==> src/rtl/seq_det_pkg.sv <==
// Shared limits and state encoding for the serial sequence detector.
// Imported by seq_detector_param and seq_det_sat_counter.
package seq_det_pkg;

  localparam int SEQ_LEN_MIN   = 2;
  localparam int SEQ_LEN_MAX   = 16;
  localparam int CNT_WIDTH_MAX = 16;

  // FILLING: history not yet full; ARMED: every valid bit is evaluated
  localparam logic [0:0] FILLING = 1'b0;
  localparam logic [0:0] ARMED   = 1'b1;

endpackage

==> src/rtl/seq_det_sat_counter.sv <==
// Saturating detection counter; holds at all ones instead of wrapping.
// Built only when SEQ_DET_COUNT_EN is defined.
module seq_det_sat_counter
  import seq_det_pkg::*;
#(
  parameter int WIDTH = 8
) (
  input  logic             clk,
  input  logic             reset,
  input  logic             clear,
  input  logic             inc,
  output logic [WIDTH-1:0] count,
  output logic             sat
);

  if (WIDTH < 1 || WIDTH > CNT_WIDTH_MAX) begin : g_bad_width
    $error("seq_det_sat_counter: WIDTH out of range");
  end

  assign sat = &count;

  // Count detections; clear wins over inc, saturate at all ones
  always_ff @(posedge clk or negedge reset) begin
    if (!reset) begin
      count <= '0;
    end else if (clear) begin
      count <= '0;
    end else if (inc && !sat) begin
      count <= count + WIDTH'(1);
    end
  end

endmodule

==> src/rtl/seq_detector_param.sv <==
// Serial masked-pattern detector with overlap select and detection count.
// Macro SEQ_DET_COUNT_EN builds the counter; otherwise count/cnt_sat are 0.
module seq_detector_param
  import seq_det_pkg::*;
#(
  parameter int SEQ_LEN   = 4,
  parameter int CNT_WIDTH = 8
) (
  input  logic                 clk,
  input  logic                 reset,
  input  logic                 data_valid,
  input  logic                 data,
  input  logic [SEQ_LEN-1:0]   pattern,
  input  logic [SEQ_LEN-1:0]   mask,
  input  logic                 overlap_en,
  input  logic                 clear,
  output logic                 detected,
  output logic [CNT_WIDTH-1:0] count,
  output logic                 cnt_sat
);

  localparam int FW = $clog2(SEQ_LEN + 1);

  if (SEQ_LEN < SEQ_LEN_MIN || SEQ_LEN > SEQ_LEN_MAX) begin : g_bad_len
    $error("seq_detector_param: SEQ_LEN out of range");
  end

  logic [SEQ_LEN-1:0] hist;
  logic [SEQ_LEN-1:0] next_hist;
  logic [FW-1:0]      fill;
  logic [FW-1:0]      next_fill;
  logic [0:0]         state;
  logic               match;

  // Candidate history/fill for this edge and the masked compare on it
  always_comb begin
    state     = (fill == FW'(SEQ_LEN)) ? ARMED : FILLING;
    next_hist = {hist[SEQ_LEN-2:0], data};
    next_fill = (state == ARMED) ? fill : fill + FW'(1);
    match     = (next_fill == FW'(SEQ_LEN)) &&
                (((next_hist ^ pattern) & mask) == '0);
  end

  // History shift, fill tracking and the registered match pulse
  always_ff @(posedge clk or negedge reset) begin
    if (!reset) begin
      hist     <= '0;
      fill     <= '0;
      detected <= 1'b0;
    end else if (clear) begin
      hist     <= '0;
      fill     <= '0;
      detected <= 1'b0;
    end else if (data_valid) begin
      detected <= match;
      if (match && !overlap_en) begin
        hist <= '0;
        fill <= '0;
      end else begin
        hist <= next_hist;
        fill <= next_fill;
      end
    end else begin
      detected <= 1'b0;
    end
  end

`ifdef SEQ_DET_COUNT_EN
  logic inc;

  assign inc = data_valid & ~clear & match;

  seq_det_sat_counter #(
    .WIDTH (CNT_WIDTH)
  ) u_cnt (
    .clk   (clk),
    .reset (reset),
    .clear (clear),
    .inc   (inc),
    .count (count),
    .sat   (cnt_sat)
  );
`else
  assign count   = '0;
  assign cnt_sat = 1'b0;
`endif

endmodule

==> config.mk <==
export PLATFORM = sky130hd
export DESIGN_NAME = seq_detector_param
export DESIGN_NICKNAME = d
export VERILOG_FILES = /design/src/rtl/seq_det_pkg.sv /design/src/rtl/seq_det_sat_counter.sv /design/src/rtl/seq_detector_param.sv
export SDC_FILE = /design/constraint.sdc
export NUM_CORES = 1
export LEC_CHECK = 0
export CORE_MARGIN = 2
export CORE_UTILIZATION = 38
export CTS_CLUSTER_DIAMETER = 50
export CTS_CLUSTER_SIZE = 16
export DETAILED_ROUTE_END_ITERATION = 12
export PLACE_DENSITY = 0.78
export SETUP_SLACK_MARGIN = 0.15
export SYNTH_ARGS = -nofsm -noshare
export SYNTH_HDL_FRONTEND = slang
export SYNTH_HIERARCHICAL = 1
export SYNTH_SLANG_ARGS = --single-unit
==> constraint.sdc <==
create_clock -name clk -period 2.1 [get_ports clk]
set_input_delay 0.21 -clock clk [delete_from_list [all_inputs] [get_ports clk]]
set_output_delay 0.21 -clock clk [all_outputs]
set_load 0.01 [all_outputs]
* Word-level counts from Yosys, hierarchy flattened
Cells that the tools add are included.
** Word-level totals
- Logic and storage cells :: 23
- Input bits :: 14
- Output and inout port bits :: 10
- Register bits :: 7
** Operators by class
- Bitwise logic cells :: 2
- Mux-type cells :: 10
- Reductions and logical operators :: 5
- Add/sub/neg operators :: 1
- Equal/unequal tests :: 2
** Operators with widths (count)
- $mux 3 :: 7
- $eq 3x3->1 const B :: 2
- $and 4x4->4 :: 1
- $logic_not 4->1 :: 1
- $xor 4x4->4 :: 1
- $add 3x1->3 const B :: 1
- $mux 1 :: 3
- $logic_and 1x1->1 :: 2
- $reduce_bool 2->1 :: 1
- $logic_not 1->1 :: 1

* Logic depth before layout (Yosys ltp)
- Depth after elaboration :: 9
- Mapped depth :: 6
- Gate-level depth less buffers :: 6

* Worst setup path after synthesis
No wires, ideal clock.
- Kind :: register -> register
- Start point :: reg fill[0]
- End point :: reg hist[0]
- Clock period less this slack :: 1.494 ns
- Library setup time :: 0.133 ns
- Data required time :: 1.967 ns
- Path buffers :: 0
- Arrival :: 1.361 ns
- Slack :: 0.606 ns
- Cell stages (with the launch flop) :: 7
- Cells stage by stage :: dfrtp_1 inv_1 ha_1 nand2_1 a221oi_1 and4b_1 o32ai_1
** Between the ends
- Word-level cells in the longest chain between the ends :: 9
- Elaborated cells on any way between the ends :: 10
- Those cells by class :: add/sub: 1; eq/ne: 2; mux: 5; reduce/logical: 2
** RTL lines
- start: declaration :: RTL line seq_detector_param.sv:30 : logic [FW-1:0] fill;
- start signal: assignment :: RTL line seq_detector_param.sv:61 : fill <= next_fill;
- parallel branches: the longest is 2 deep, another holds $add 3x1->3
- $mux 3 * :: RTL line seq_detector_param.sv:39 : next_fill = (state == ARMED) ? fill : fill + FW'(1);
- $eq 3x3->1 * :: RTL line seq_detector_param.sv:40 : match = (next_fill == FW'(SEQ_LEN)) &&
- $logic_and 1x1->1 * :: RTL line seq_detector_param.sv:40
- $logic_and 1x1->1 * :: RTL line seq_detector_param.sv:56 : if (match && !overlap_en) begin
- $mux 3 * :: RTL line seq_detector_param.sv:56
- $mux 3 * :: RTL line seq_detector_param.sv:54 : end else if (data_valid) begin
- $mux 3 * :: RTL line seq_detector_param.sv:50 : end else if (clear) begin
- end signal: assignment :: RTL line seq_detector_param.sv:60 : hist <= next_hist;
- end: declaration :: RTL line seq_detector_param.sv:28 : logic [SEQ_LEN-1:0] hist;
Mark *: on every way between the ends. The select of a mux whose other input is x is not followed.
A chain may end at the register's enable or synchronous reset.

* Worst setup path after layout
- Start point :: reg fill[0]
- End point :: reg hist[1]
Same word-level chain as after synthesis.

==> flow_summary.ini <==
[synthesis]
synthMostInstantiatedCell = buf_4
synth_seq_area_share_pct = 35.4
synth_async_sr_flop_share_pct = 100
synth_enable_flop_cells = 0
yosysUniqueCellTypes = 26
synthTopCellsByCount = 9 x buf_4, 7 x dfrtp_1, 4 x inv_1, 4 x xor2_1
syn-mean-instance-area_um2 = 9.01
netlist_instances = 55
synth_seq_cells = 7
postSynth.topFlopCell = dfrtp_1
synth_area_leaders = dfrtp_1 35%, buf_4 14%, xor2_1 7.1%, ha_1 5.1%, nand2b_1 3.8%
syn-cell-area_um2 = 495
synth.top_cell.area_share_pct = 35.4
netlist.top_cell.by_area = dfrtp_1
yosys_warnings = 6

[sta]
setup_viol_count_final = 0
fin_skew_ns = 0.00115
slew_viol_final = 0
final_critical_path_setup_slack_ns = 0.330
max_clock_freq_mhz = 565
rsz_0062_raised_after_global_routing = no
timing.final.crit_share_pct = 84.3
final.min_clock_period_ns = 1.77
setup_tns_ns = 0
finalHoldViolCount = 0

[worst_hold_path]
hold_class = in2async

[finish]
finalCoreUtilization_pct = 50.6
layout-drive-gt1-share_pct = 4.29
antennaDiodeCount = 0
post_layout_nonfiller_instances = 85
post-route-cell-area_um2 = 634
nets = 87
area_delta_synth_final_pct = 28.0
fillers = 121

[critical_path]
worst_ep_required_time_ns = 2.22
timing.rr.start = fill[0]
critPathKind = reg2reg
setup.worst_path.start_class = flop
crit_path_top_delay_cell = a221oi_1
cp_max_fo = 4
crit_path_cell_trace = inv_1 > ha_1 > nand2_1 > a221oi_1 > and4b_1 > o22ai_1
timing.reg2reg.setup_slack_ns = 0.33
timing.critical_path.arrival_ns = 1.89
slowest_delay_ns = 0.42
worstSetupEndpointType = flop
worst-r2r-cell-count = 6
worst_flop_to_flop_path_endpoint = hist[1]

[global_route]
first_pass_grt_wire_length_um = 1440
grt_usage_pct = 14.8
maximum_number_of_pins_on_one_net_before_global_route_repair = 10
number_of_global_route_vias_before_repair = 344
number_of_antenna_violations_at_the_first_check_in_global_routing = 0
overflow = 0

[routing]
routed_wirelength_um = 938
route.detailed.wl_per_inst_um = 11.0
detail-route-antenna-nets = 0
vias = 401
detail_route.drc_violations = 0
drt-pass1-iter-count = 4
initialDrtViolationCount = 14
routed_via_density = 4.72

[placed_design]
gp_congestion = 0.841
preCtsSetupSlack_ns = 0.378
placedCellCount = 81
hpwlAfterDp_um = 728
placement.io_buffers = 14
postPlaceCellArea_um2 = 608

[clock_network]
cts_root_buffer = clkbuf_4
cts_made_buffers = 3
clock-sinks = 7
clock_latency_ns = 0.25
tritoncts = built
cts_setup_buffers = 0
cts.clk_slew.worst_paths_ns = 0.05
clockBufferDepth = 2
h_tree_levels = 1
post_cts_resized = 0
cts_hold_buf = 0

[floorplan]
initial_utilization_pct = 39.6
io_pins = 24
floorplan.rows = 13
die_outline_area_um2 = 1610
floorplan.die.height_um = 40.1
die_width_um = 40.1
core_area_um2 = 1250

[power_and_ir_drop]
peakVddDrop_mv = 0.332
powerDensity_nw_per_um2 = 553
p_leak_nw = 0.288

[run]
maxCapViolations = 0

[run_status]
status = finished clean
how the worst max path moves through the flow:
| stage | startpoint | endpoint | slack, ns | depth (start not counted) |
|---|---|---|---|---|
| 2_1_floorplan | fill[0] | hist[0] | 0.61 | 6 |
| 3_3_place_gp | data | hist[1] | 0.40 | 5 |
| 3_5_place_dp | data | hist[1] | 0.38 | 5 |
| 4_1_cts | fill[0] | hist[1] | 0.38 | 6 |
| 5_1_grt | fill[0] | hist[1] | 0.24 | 6 |
| 6_report | fill[0] | hist[1] | 0.33 | 6 |
per-layer routing:
layer	share of wire, %	vias to the layer above	GRT usage [%]
met4	1.9	0	12.9
met5	0	-	0
met2	51	17	23.0
met3	5.3	2	3.33
met1	42	182	16.7
li1	-	200	-
cells in the final DEF (no fill, tap or decap), drive strengths merged, types with 2 or more instances in the layout:
| master | netlist | layout |
|---|---|---|
| nand2b | 3 | 3 |
| nand2 | 3 | 3 |
| ha | 2 | 2 |
| clkbuf | 1 | 4 |
| a21oi | 2 | 2 |
| dfrtp | 7 | 7 |
| clkdlybuf4s50 | 0 | 14 |
| inv | 4 | 4 |
| xor2 | 4 | 4 |
| nand3b | 2 | 2 |
| nor2 | 3 | 3 |
| conb | 1 | 9 |
critical path, delay by kind of cell, from the launching register on:
family,cells,cell delay [ns]
AOI/OAI and AO/OA,2,0.53
and+or+nand+nor,2,0.41
DFF,1,0.41
adders and majority gates,1,0.18
buffers and inverters,1,0.12
state kept, by name (all words and copies together), names as in the netlist:
register / count
detected: 1
fill: 3
hist: 3
power by group:
group | leakage (nW) | switching, mW | internal, mW
registers | 0.0953 | 0.00545 | 0.142
logic | 0.178 | 0.0375 | 0.0410
clock network | 0.0150 | 0.0528 | 0.0727
total | 0.288 | 0.0957 | 0.255
stage by stage:
| stage | hold slack (ns) | power (mW) |
|---|---|---|
| after floorplan | -0.0856 | 0.204 |
| after global placement | 0.499 | 0.226 |
| after detailed placement | 0.498 | 0.227 |
| after CTS | 0.223 | 0.356 |
| after global routing | 0.245 | 0.376 |
| final | 0.222 | 0.351 |
logic make-up after synthesis:
family                     Yosys count  synth area share, %
AOI/OAI and AO/OA                    9                 12.9
xor gates and xnor gates             5                 8.84
adders and majority gates            2                 5.05
buffers and inverters               15                 18.4
DFF                                  7                 35.4
muxes                                1                 2.02
other                                1                0.757
and+or+nand+nor                     15                 16.7
area by class of cell:
type	instances	area [µm²]	share of cell area, %
multi-input combinational	41	259	40.8
tap	15	18.8	2.96
sequential	7	175	27.6
clock buffer	4	26.3	4.14
timing repair buffer	14	140	22.1
inverter	4	15.0	2.37
Note: power is estimated with default switching activity, not from simulation.
